--- config.mk ---
export PLATFORM = sky130hd
export DESIGN_NAME = ram_arbiter_cg
export DESIGN_NICKNAME = d
export VERILOG_FILES = /design/src/rtl/ram_arbiter_cg.sv
export SDC_FILE = /design/constraint.sdc
export NUM_CORES = 1
export LEC_CHECK = 0
export BUFFER_PORTS_ARGS = -buffer_cell sky130_fd_sc_hd__clkbuf_2
export CORE_UTILIZATION = 40
export CTS_CLUSTER_SIZE = 12
export DETAILED_ROUTE_END_ITERATION = 6
export HOLD_SLACK_MARGIN = 0.06
export PLACE_DENSITY = 0.7
export SKIP_LAST_GASP = 1
export SYNTH_ARGS = -nofsm -noshare
export SYNTH_HDL_FRONTEND = slang
export SYNTH_SLANG_ARGS = --single-unit
--- constraint.sdc ---
create_clock -name CLK -period 1.54 [get_ports CLK]
set_input_delay 0.231 -clock CLK [delete_from_list [all_inputs] [get_ports CLK]]
set_output_delay 0.231 -clock CLK [all_outputs]
set_load 0.02 [all_outputs]
--- src/rtl/ram_arbiter_cg.sv ---
// ram_arbiter_cg: two-port round-robin arbiter and sequencer for a single-port block RAM
//   CLK, RST                  clock, synchronous active-high reset
//   req/we/addr/din_{a,b}     per-port request, sampled only at the grant edge
//   gnt_{a,b}                 combinational grant, IDLE only
//   done_{a,b}, rdata_{a,b}   registered completion pulse and held read data
//   ram_en/we/addr/din/rst    RAM control and write data, ram_dout RAM read data
//   busy                      high in every state except IDLE
module ram_arbiter_cg #(
    parameter int ADDR_W = 8,
    parameter int DATA_W = 8,
    parameter int RD_LAT = 1
) (
    input  logic              CLK,
    input  logic              RST,
    input  logic              req_a,
    input  logic              we_a,
    input  logic [ADDR_W-1:0] addr_a,
    input  logic [DATA_W-1:0] din_a,
    output logic              gnt_a,
    output logic              done_a,
    output logic [DATA_W-1:0] rdata_a,
    input  logic              req_b,
    input  logic              we_b,
    input  logic [ADDR_W-1:0] addr_b,
    input  logic [DATA_W-1:0] din_b,
    output logic              gnt_b,
    output logic              done_b,
    output logic [DATA_W-1:0] rdata_b,
    output logic              ram_en,
    output logic              ram_we,
    output logic [ADDR_W-1:0] ram_addr,
    output logic [DATA_W-1:0] ram_din,
    input  logic [DATA_W-1:0] ram_dout,
    output logic              ram_rst,
    output logic              busy
);
    typedef enum logic [1:0] {IDLE, ISSUE, WAIT} state_t;
    state_t     state, state_nx;
    logic       last_b, owner_b, we_q, sel_b, take, fire;
    logic [1:0] cnt;
    // B wins when it is the sole requester, or on a tie when A was granted last
    assign sel_b   = req_b && (!req_a || !last_b);
    assign take    = (state == IDLE) && !RST && (req_a || req_b);
    assign gnt_a   = take && !sel_b;
    assign gnt_b   = take && sel_b;
    assign ram_en  = state == ISSUE;
    assign ram_we  = ram_en && we_q;
    assign ram_rst = RST;
    assign busy    = state != IDLE;
    // completion: writes finish at the issue edge, reads once the latency counter drains
    assign fire    = (state == ISSUE && we_q) || (state == WAIT && cnt == 2'd0);
    always_comb begin
        state_nx = state;
        case (state)
            IDLE:    state_nx = take ? ISSUE : IDLE;
            ISSUE:   state_nx = we_q ? IDLE : WAIT;
            WAIT:    state_nx = (cnt == 2'd0) ? IDLE : WAIT;
            default: state_nx = IDLE;
        endcase
    end
    always_ff @(posedge CLK) begin
        if (RST) begin
            state    <= IDLE;
            last_b   <= 1'b1;
            owner_b  <= 1'b0;
            we_q     <= 1'b0;
            cnt      <= 2'd0;
            ram_addr <= '0;
            ram_din  <= '0;
            done_a   <= 1'b0;
            done_b   <= 1'b0;
            rdata_a  <= '0;
            rdata_b  <= '0;
        end else begin
            state  <= state_nx;
            done_a <= fire && !owner_b;
            done_b <= fire && owner_b;
            if (take) begin
                owner_b  <= sel_b;
                last_b   <= sel_b;
                we_q     <= sel_b ? we_b : we_a;
                ram_addr <= sel_b ? addr_b : addr_a;
                ram_din  <= sel_b ? din_b : din_a;
            end
            if (state == ISSUE && !we_q)
                cnt <= 2'(RD_LAT - 1);
            if (state == WAIT && cnt != 2'd0)
                cnt <= cnt - 2'd1;
            if (state == WAIT && cnt == 2'd0 && owner_b)
                rdata_b <= ram_dout;
            if (state == WAIT && cnt == 2'd0 && !owner_b)
                rdata_a <= ram_dout;
        end
    end
endmodule
==> flow_metrics.tcl <==
set metrics [dict create \
    crit_slowest_cell "dfxtp_4" \
    r2r-end "rdata_a[5]" \
    dr.pass1.iters 7 \
    cts_root_buffer "clkbuf_8" \
    insertion_delay_ns 0.29 \
    yosysTopAreaCell "dfxtp_1" \
    die_x_um 71.1 \
    rr_worst_depth 6 \
    clock.fmax_ghz 0.686 \
    drive_gt1_share_pct 44.2 \
    path_clk_slew_ns 0.07 \
    cts_tree "yes" \
    ys_ff_latch 41 \
    cts_made_buffers 5 \
    finalInstanceArea_um2 2500 \
    swShare_pct 29.1 \
    drt_iter0_markers 52 \
    antenna_cells 0 \
    max_slew.worst_pin.slew_ns 0.375 \
    initial_core_util_pct 42.7 \
    criticalPathCategory "flop to output port" \
    clkPwrFrac_pct 29.7 \
    grt_max_degree 26 \
    postSynthAreaPerCell_um2 9.23 \
    cts_max_level 2 \
    yosysWarnings 0 \
    overflow 0 \
    synthTopCellsByCount "nand2_1, dfxtp_1, a21oi_1, nor2_1, a311oi_2" \
    remaining_drc_errors 12 \
    fin_crit_ns 1.46 \
    hold_depth 3 \
    core-area_um2 4470 \
    portBuffers 85 \
    die_h_um 71.1 \
    min_from "addr_a[7]" \
    violations "design-rule violations" \
    rsz0062_at_grt "true" \
    dpl_worst_slack_ns 0.130 \
    hold_end "ram_addr[7]" \
    postCtsHoldBufs 0 \
    setup_viol 0 \
    synth_area_um2 1910 \
    skew_ns 0.00535 \
    crit_start "state[1]" \
    synth_top_area_share_pct 43.0 \
    rows 24 \
    placedCellCount 337 \
    synthCells 207 \
    power_density_nw_per_um2 1020 \
    synthDistinctLibCells 35 \
    vias 1704 \
    antenna_found_initial 0 \
    arrival_ns 1.23 \
    place_congestion 0.782 \
    synth_async_sr_flop_share_pct 0 \
    irDropWorstVdd_mv 0.557 \
    track_usage_pct 17.1 \
    timing.final.crit_share_pct 94.6 \
    p_int_mw 1.80 \
    drv_slew 0 \
    ant_nets 0 \
    io-pin-count 86 \
    stdcell_count 346 \
    hp-class "input pin to flop" \
    routed_via_density 4.92 \
    cts_buffer_depth 2 \
    ys.flop_type "dfxtp_1" \
    worstSetupStartpointType "flop" \
    cp-end-kind "output port" \
    p_leak_nw 1.11 \
    crit_chain "nor2_4 -> nand2_1 -> nor3_1 -> buf_2" \
    post-dp-hpwl_um 3040 \
    grt_pass1_vias 1580 \
    seq_power_share_pct 47.0 \
    p_switching_mw 0.739 \
    synth_edf_count 0 \
    placed_area_um2 2380 \
    setup_ws_ns 0.0826 \
    syn2layout_area_growth_pct 30.8 \
    p_comb_share_pct 23.3 \
    final_nets 340 \
    reg2reg_from "cnt[0]" \
    synth_area_leaders "dfxtp_1, nand2_1, a311oi_2, a21oi_1, mux2i_1" \
    synth-seq-area-share_pct 43.0 \
    yosysMostFrequentCell "nand2_1" \
    grt_pass1_wl_um 6840 \
    slowest_delay_ns 0.38 \
    cap_violations 0 \
    cp_max_fo 11 \
    routedWlPerCell_um 11.8 \
    routed_wl_um 4090 \
    die_area_um2 5060 \
    syn_nets 254 \
    reg2reg_slack_ns 0.16 \
    cts_sinks 41 \
    max_slew_margin_pct 74.9 \
    crit_required_ns 1.31 \
    fillers 426 \
    hold_violations 0 \
    status "finished, violations left" \
]
power by group through the flow:
stage          clock (mW)  sequential (mW)  combinational, mW
5_1_grt             0.823             1.20              0.646
3_5_place_dp            0             1.22              0.593
3_3_place_gp            0             1.22              0.585
2_1_floorplan           0             1.28              0.333
6_report            0.753             1.19              0.592
4_1_cts             0.782             1.19              0.601
flip-flops by register name (all words and copies together), names as in the netlist:
| signal | count |
|---|---|
| owner_b | 1 |
| last_b | 1 |
| rdata_a | 8 |
| done_a | 1 |
| rdata_b | 8 |
| cnt | 2 |
| we_q | 1 |
| ram_din | 8 |
| state | 2 |
| ram_addr | 8 |
| done_b | 1 |
worst max-delay path: cells and delay by family, from the launching register on:
kind                   cells  cell delay [ns]
AND/OR/NAND/NOR            3             0.37
flip-flops                 1             0.38
buffers and inverters      1             0.20
cells by family (layout without fill, tap and decap cells):
| kind of cell | Yosys count | count (layout) | share of synthesized area, % |
|---|---|---|---|
| adder cells (fa/ha/maj) | 1 | 1 | 0.655 |
| multiplexers | 9 | 9 | 4.72 |
| flip-flops | 41 | 41 | 43.0 |
| AND/OR/NAND/NOR | 80 | 80 | 19.3 |
| buffers and inverters | 22 | 109 | 8.12 |
| AO/OA/AOI/OAI | 54 | 54 | 24.2 |
placed cells by master (no fill, tap or decap), types with 2 or more instances in the layout:
master    instances
a211oi_1          2
a21oi_1          19
a21oi_2           8
a311oi_1          7
a311oi_2         10
buf_12            3
buf_4             9
clkbuf_2         83
clkbuf_8          7
dfxtp_1          39
dfxtp_4           2
inv_1             4
mux2i_1           9
nand2_1          52
nand3b_1          2
nor2_1           12
nor2_4            2
nor3_1            2
o21ai_0           4
what timing repair did:
item / CTS / global route
pin swaps: 1 / 0
gates resized for setup: 3 / 5
endpoints found under the setup margin: 3 / 4
setup buffers: 1 / 0
final cells by class:
type                       instances  area, µm²  area share, %
multi-input combinational        144        937           37.5
sequential                        41        828           33.1
timing repair buffer              96        548           21.9
clock buffer                       7       96.3           3.86
tap                               52       65.1           2.60
inverter                           5       18.8          0.751
clock inverter                     1       5.00          0.200
routing by layer:
metal / global-route usage, % / part of all wire (%) / vias to the layer above
met5: 0 / 0 / -
met4: 3.33 / 0.61 / 0
met3: 4.99 / 6.6 / 5
met2: 31.2 / 48 / 63
met1: 19.8 / 45 / 741
li1: - / - / 895
how the worst max path moves through the flow:
stage               slack, ns  cells after the start          to
detailed placement       0.13                      6  rdata_a[5]
finish                   0.08                      4       gnt_b
CTS                      0.02                      4      ram_we
floorplan               -0.03                      5       gnt_a
global placement         0.17                      6  rdata_a[1]
global route           -0.005                      4      ram_we
stage by stage:
| step | setup TNS (ns) | power, mW | utilization, % | hold WS (ns) |
|---|---|---|---|---|
| 2_1_floorplan | -0.0507 | 1.62 | - | 0.367 |
| 3_3_place_gp | 0 | 1.80 | 53.1 | 0.445 |
| 3_5_place_dp | 0 | 1.81 | 53.1 | 0.450 |
| 4_1_cts | 0 | 2.58 | 55.7 | 0.176 |
| 5_1_grt | -0.00499 | 2.67 | 55.8 | 0.179 |
| 6_report | 0 | 2.54 | 55.8 | 0.183 |
Power figures use the tool's default switching activity.
